--- src/rtl/rr_arb_mux.sv ---
// rr_arb_mux: CH-channel arbitrating mux with one registered output stage.
// Each channel has a valid/ready handshake. One requester is granted per cycle,
// either round-robin from a rotating pointer or fixed priority (lowest index).
// The winner's data and index are registered. Flush drops the held beat and
// blocks accepts for that cycle.
module rr_arb_mux #(
   parameter int N    = 32,
   parameter int CH   = 4,
   parameter int MODE = 0,
   localparam int SW  = $clog2(CH)
) (
   input  logic              clk,
   input  logic              rst,
   input  logic              flush,
   input  logic [CH*N-1:0]   in_data,
   input  logic [CH-1:0]     in_valid,
   output logic [CH-1:0]     in_ready,
   output logic [N-1:0]      out_data,
   output logic              out_valid,
   input  logic              out_ready,
   output logic [SW-1:0]     out_sel
);

   logic [SW-1:0] ptr_q, ptr_d;
   logic          out_valid_q, out_valid_d;
   logic [N-1:0]  out_data_q, out_data_d;
   logic [SW-1:0] out_sel_q, out_sel_d;

   logic [SW-1:0] gnt_idx_s;
   logic          gnt_any_s;
   logic          slot_free_s;
   logic          accept_s;
   logic [CH-1:0] ready_s;
   logic [N-1:0]  gnt_data_s;
   int            idx_s;

   // Grant search: walk the search order backwards so the earliest match wins.
   always_comb begin
      gnt_any_s = 1'b0;
      gnt_idx_s = '0;
      idx_s     = 0;
      for (int k = CH - 1; k >= 0; k--) begin
         if (MODE == 0) begin
            idx_s = int'(ptr_q) + k;
            if (idx_s >= CH) begin
               idx_s = idx_s - CH;
            end else begin
               idx_s = idx_s;
            end
         end else begin
            idx_s = k;
         end
         if (in_valid[idx_s]) begin
            gnt_any_s = 1'b1;
            gnt_idx_s = SW'(idx_s);
         end else begin
            gnt_any_s = gnt_any_s;
         end
      end
   end

   // Handshake: accept only when the output slot is free and no flush is pending.
   always_comb begin
      slot_free_s = ~out_valid_q | out_ready;
      accept_s    = gnt_any_s & slot_free_s & ~flush;
      ready_s     = '0;
      for (int i = 0; i < CH; i++) begin
         ready_s[i] = accept_s & (gnt_idx_s == SW'(i));
      end
   end

   // Data mux of the granted channel, decoded per channel to stay in range for any CH.
   always_comb begin
      gnt_data_s = '0;
      for (int i = 0; i < CH; i++) begin
         if (gnt_idx_s == SW'(i)) begin
            gnt_data_s = in_data[i*N +: N];
         end else begin
            gnt_data_s = gnt_data_s;
         end
      end
   end

   // Output stage and pointer next state: flush > accept > drain > hold.
   always_comb begin
      ptr_d       = ptr_q;
      out_valid_d = out_valid_q;
      out_data_d  = out_data_q;
      out_sel_d   = out_sel_q;
      if (flush) begin
         out_valid_d = 1'b0;
      end else if (accept_s) begin
         out_valid_d = 1'b1;
         out_data_d  = gnt_data_s;
         out_sel_d   = gnt_idx_s;
         if (MODE == 0) begin
            if (gnt_idx_s == SW'(CH - 1)) begin
               ptr_d = '0;
            end else begin
               ptr_d = gnt_idx_s + SW'(1);
            end
         end else begin
            ptr_d = '0;
         end
      end else if (out_valid_q & out_ready) begin
         out_valid_d = 1'b0;
      end else begin
         out_valid_d = out_valid_q;
      end
   end

   // State registers with immediate reset.
   always_ff @(posedge clk or posedge rst) begin
      if (rst) begin
         ptr_q       <= '0;
         out_valid_q <= 1'b0;
         out_data_q  <= '0;
         out_sel_q   <= '0;
      end else begin
         ptr_q       <= ptr_d;
         out_valid_q <= out_valid_d;
         out_data_q  <= out_data_d;
         out_sel_q   <= out_sel_d;
      end
   end

   assign in_ready  = ready_s;
   assign out_valid = out_valid_q;
   assign out_data  = out_data_q;
   assign out_sel   = out_sel_q;

endmodule

--- config.mk ---
export PLATFORM = sky130hd
export DESIGN_NAME = rr_arb_mux
export DESIGN_NICKNAME = d
export VERILOG_FILES = /design/src/rtl/rr_arb_mux.sv
export SDC_FILE = /design/constraint.sdc
export NUM_CORES = 1
export LEC_CHECK = 0
export CAP_MARGIN = 10
export CORE_ASPECT_RATIO = 2
export CORE_MARGIN = 1
export CORE_UTILIZATION = 33
export CTS_BUF_LIST = sky130_fd_sc_hd__clkbuf_8
export CTS_CLUSTER_SIZE = 28
export DETAILED_ROUTE_END_ITERATION = 8
export GPL_ROUTABILITY_DRIVEN = 0
export HOLD_SLACK_MARGIN = 0.15
export PLACE_DENSITY_LB_ADDON = 0.3
export SETUP_SLACK_MARGIN = 0.3
export SYNTH_ARGS = -nofsm -noshare
export SYNTH_HDL_FRONTEND = slang
export SYNTH_SLANG_ARGS = --single-unit
export TNS_END_PERCENT = 50
--- constraint.sdc ---
create_clock -name clk -period 1.99 [get_ports clk]
set_input_delay 0.199 -clock clk [delete_from_list [all_inputs] [get_ports clk]]
set_output_delay 0.199 -clock clk [all_outputs]
set_load 0.005 [all_outputs]
==> results.txt <==
----------------------------------------------------
[Outcome]
  Result of the run ... complete, but fails checks
  Violated checks ... negative setup slack

[Global routing]
  Number of antenna violations at the first check in global routing ... 0
  Met3 Use GR ... 0.0516
  Vias in the first global route ... 3339
  Fraction of met2 tracks used by global routing ... 0.549
  First-pass GRT wire length ... approximately 17 mm
  Grt peak-use layer ... met2
  GR met1 Demand/Resource ... 0.267
  GRT Resource Usage Total ... 0.283
  Pin count of the biggest net entering global routing ... 31
  Grt total ovfl ... 0

[Clock tree]
  TritonCTS Buffers ... 5
  Total number of H-tree levels ... 2
  Clock tree from TritonCTS ... yes
  Count of hold-fix buffers inserted at cts ... 0
  Buffer cell driving the clock tree root ... sky130_fd_sc_hd__clkbuf_8
  Worst-skew pair later-pin latency ... 0.30 ns
  Bufs on Longest Clock Path ... 2
  # clock sinks ... 37
  CTS clock-pin slew for the worst setup and hold paths ... around 0.080 ns

[Floorplanning]
  Core Area ... 7320 sq um
  Row count ... 44
  Die width ... 63.8 microns
  Boundary pin count ... between 150 and 200
  Starting density of the core ... 0.344
  Die height ... 126 microns
  Die area ... 8020 sq um

[Timing]
  Share of the clock period used by the worst path ... 1.14
  Setup repair after global routing missed its margin ... true
  Crit path time final ... approximately 2.3 ns
  Total count of max-transition violations in the final report ... 0
  Clock Skews ... 0.00569 ns
  Final count of negative-setup-slack endpoints ... 35
  Number of hold-slack violations in the final timing report ... 0
  Post-layout worst setup margin ... -0.282 ns
  Achievable Freq ... approximately 440 MHz
  Worst slew margin ... 0.501
  Final TNS setup ... -7.41 ns
  Worst Tran Pin Value ... 0.744 ns

[Cells and area]
  Area growth from synthesis to layout ... 110%
  Final-stage net count ... 639
  Finished Layout Cells ... 592
  Layout fillers ... roughly 540
  Final core occ ... 0.723
  Total inserted antenna cells ... 0
  Fraction of final layout cells sized beyond drive strength 1 ... 0.276
  Most common cell after layout, fill and taps aside ... sky130_fd_sc_hd__clkdlybuf4s50_1
  Top library cells by usage in the layout, fill and taps aside ... sky130_fd_sc_hd__clkdlybuf4s50_1 (166), sky130_fd_sc_hd__a21oi_1 (37), sky130_fd_sc_hd__nor2_1 (35), sky130_fd_sc_hd__dfrtp_1 (35), sky130_fd_sc_hd__inv_1 (33)

[Setup path]
  Required time at the endpoint of the critical path ... around 2.2 ns
  Endpoint kind of the worst setup timing path ... flop
  Worst Path Class, Setup ... flop to flop
  Arrival time worst endpoint ... 2.50 ns
  Largest fanout on the critical path ... 6
  Setup crit start kind ... flop

[Job]
  Total of max-cap violations ... 0

[Synth]
  Leading area contributor after synthesis ... sky130_fd_sc_hd__dfrtp_1
  Yosys warns ... 0
  Post-synthesis net count ... between 400 and 500
  Top cells by area in the synthesized netlist ... sky130_fd_sc_hd__dfrtp_1 (37%), sky130_fd_sc_hd__a221oi_1 (11%), sky130_fd_sc_hd__a211o_1 (11%)
  Proportion of netlist area held by the largest area contributor ... 0.367
  Post-synth design cell area ... 2520 sq um
  Total of flip-flops plus latches after synthesis ... 37
  Syn_area_per_cell ... 8.52 sq um
  Number of distinct standard cells referenced by the synthesized netlist ... 28
  Post-synthesis instance total ... 296
  Sequential-to-total area share from yosys stat ... 0.367

[Placement]
  Cells after DPL ... 561
  Number of port buffers ... 174
  Hpwl dp ... about 7.3 mm

[Route]
  First-pass DRT Iterations ... 4
  1st-iter DRT viols ... 141
  DRC violations left ... 0
  Antenna Violating Nets Remaining ... 0
  Per-cell routed wire length ... 18.7 microns
  Via count normalized by instance count ... 5.41
  Number of vias after detailed routing ... 3200
  Wire length after detailed routing ... 11.1 mm

[Pwr]
  Worst vdd ir ... around 0.00075 V
  Power density normalized to cell area ... 1250 nW/um^2
  Leakage power total ... 2.27 nW

[Hold path]
  Classification of the worst-slack hold path ... input pin to asynchronous set/reset pin

----------------------------------------------------
synth_stat cells (all sizes together):
library cell / count
nand2b: 1
clkbuf: 9
nor3: 1
and2: 4
nor3b: 2
o22ai: 1
buf: 20
a21oi: 65
or3: 1
a211o: 31
o21ai: 3
nor4: 1
ha: 4
inv: 35
and2b: 1
nor2b: 5
nor2: 35
mux2: 1
a221oi: 32
nand2: 6
o32ai: 1
dfrtp: 37
what timing repair did:
action	CTS	global route
setup endpoints to repair	37	38
buffers inserted	17	2
pin swaps	36	19
gates cloned	4	0
resized for setup	94	12
kinds of logic (layout without fill, tap and decap cells):
| family | Yosys count | count (layout) | synth area share |
|---|---|---|---|
| multiplexers | 1 | 1 | 0.00446 |
| AO/OA/AOI/OAI | 133 | 133 | 0.376 |
| buffers and inverters | 64 | 268 | 0.125 |
| AND/OR/NAND/NOR | 57 | 57 | 0.107 |
| adder cells (fa/ha/maj) | 4 | 4 | 0.0198 |
| flip-flops | 37 | 37 | 0.367 |
flip-flops by register name (all words and copies together) (netlist names):
register,count
out_data,32
out_valid,1
out_sel,2
ptr_q,2
final cells by class:
| type | instances | area [sq um] | area share |
|---|---|---|---|
| clock buffers | 6 | 82.6 | 0.0156 |
| clock inverters | 2 | 33.8 | 0.00638 |
| inverters | 35 | 131 | 0.0248 |
| multi-input cells | 195 | 1670 | 0.315 |
| flip-flops and latches | 37 | 928 | 0.175 |
| well taps | 92 | 115 | 0.0217 |
| repair buffers | 225 | 2340 | 0.441 |
worst paths after layout:
path | depth (start not counted) | startpoint | slack [ns] | endpoint
max | 13 | ptr_q[0]$_DFFE_PP0P_ | -0.28 | out_data[24]$_DFFE_PP0P_
min | 2 | rst | 0.24 | out_data[16]$_DFFE_PP0P_
min reg2reg | 2 | out_sel[1]$_DFFE_PP0P_ | 0.51 | out_sel[1]$_DFFE_PP0P_
min in group clk | 2 | out_sel[1]$_DFFE_PP0P_ | 0.51 | out_sel[1]$_DFFE_PP0P_
max in group asynchronous | 3 | rst | 1.24 | out_data[27]$_DFFE_PP0P_
max reg2reg | 13 | ptr_q[0]$_DFFE_PP0P_ | -0.28 | out_data[24]$_DFFE_PP0P_
power breakdown:
group	switching (mW)	leakage [nW]	internal (mW)
sequential	0.223	0.422	1.11
clock	0.285	0.0626	0.404
combinational	1.95	1.78	2.62
total	2.46	2.27	4.13
critical path, stage by stage, from the launching register on:
cell                       delay [ns]
sky130_fd_sc_hd__dfrtp_2         0.45
sky130_fd_sc_hd__nor2b_4         0.15
sky130_fd_sc_hd__nor3b_4         0.05
sky130_fd_sc_hd__o22ai_2         0.19
sky130_fd_sc_hd__buf_4           0.16
sky130_fd_sc_hd__buf_6           0.09
sky130_fd_sc_hd__ha_4            0.12
sky130_fd_sc_hd__nor2b_4         0.16
sky130_fd_sc_hd__buf_6           0.12
sky130_fd_sc_hd__buf_12          0.11
sky130_fd_sc_hd__buf_16          0.13
sky130_fd_sc_hd__a221oi_4        0.06
sky130_fd_sc_hd__a211o_1         0.26
sky130_fd_sc_hd__a21oi_2         0.13
metal layers:
metal	up-vias	share of wire
met5	-	0
met4	0	0.049
met3	38	0.052
met2	140	0.58
met1	1542	0.32
li1	1480	-
per-stage QoR:
stage	hold WS (ns)	setup WS, ns	area, sq um	total power, mW
5_1_grt	0.268	-0.390	5290	6.97
2_1_floorplan	0.265	0.0600	2580	3.06
3_5_place_dp	0.483	-0.519	4520	4.59
4_1_cts	0.235	-0.248	5220	6.42
3_3_place_gp	0.481	-0.424	4520	4.54
6_report	0.238	-0.282	5290	6.59
(Power assumes the default switching activity.)
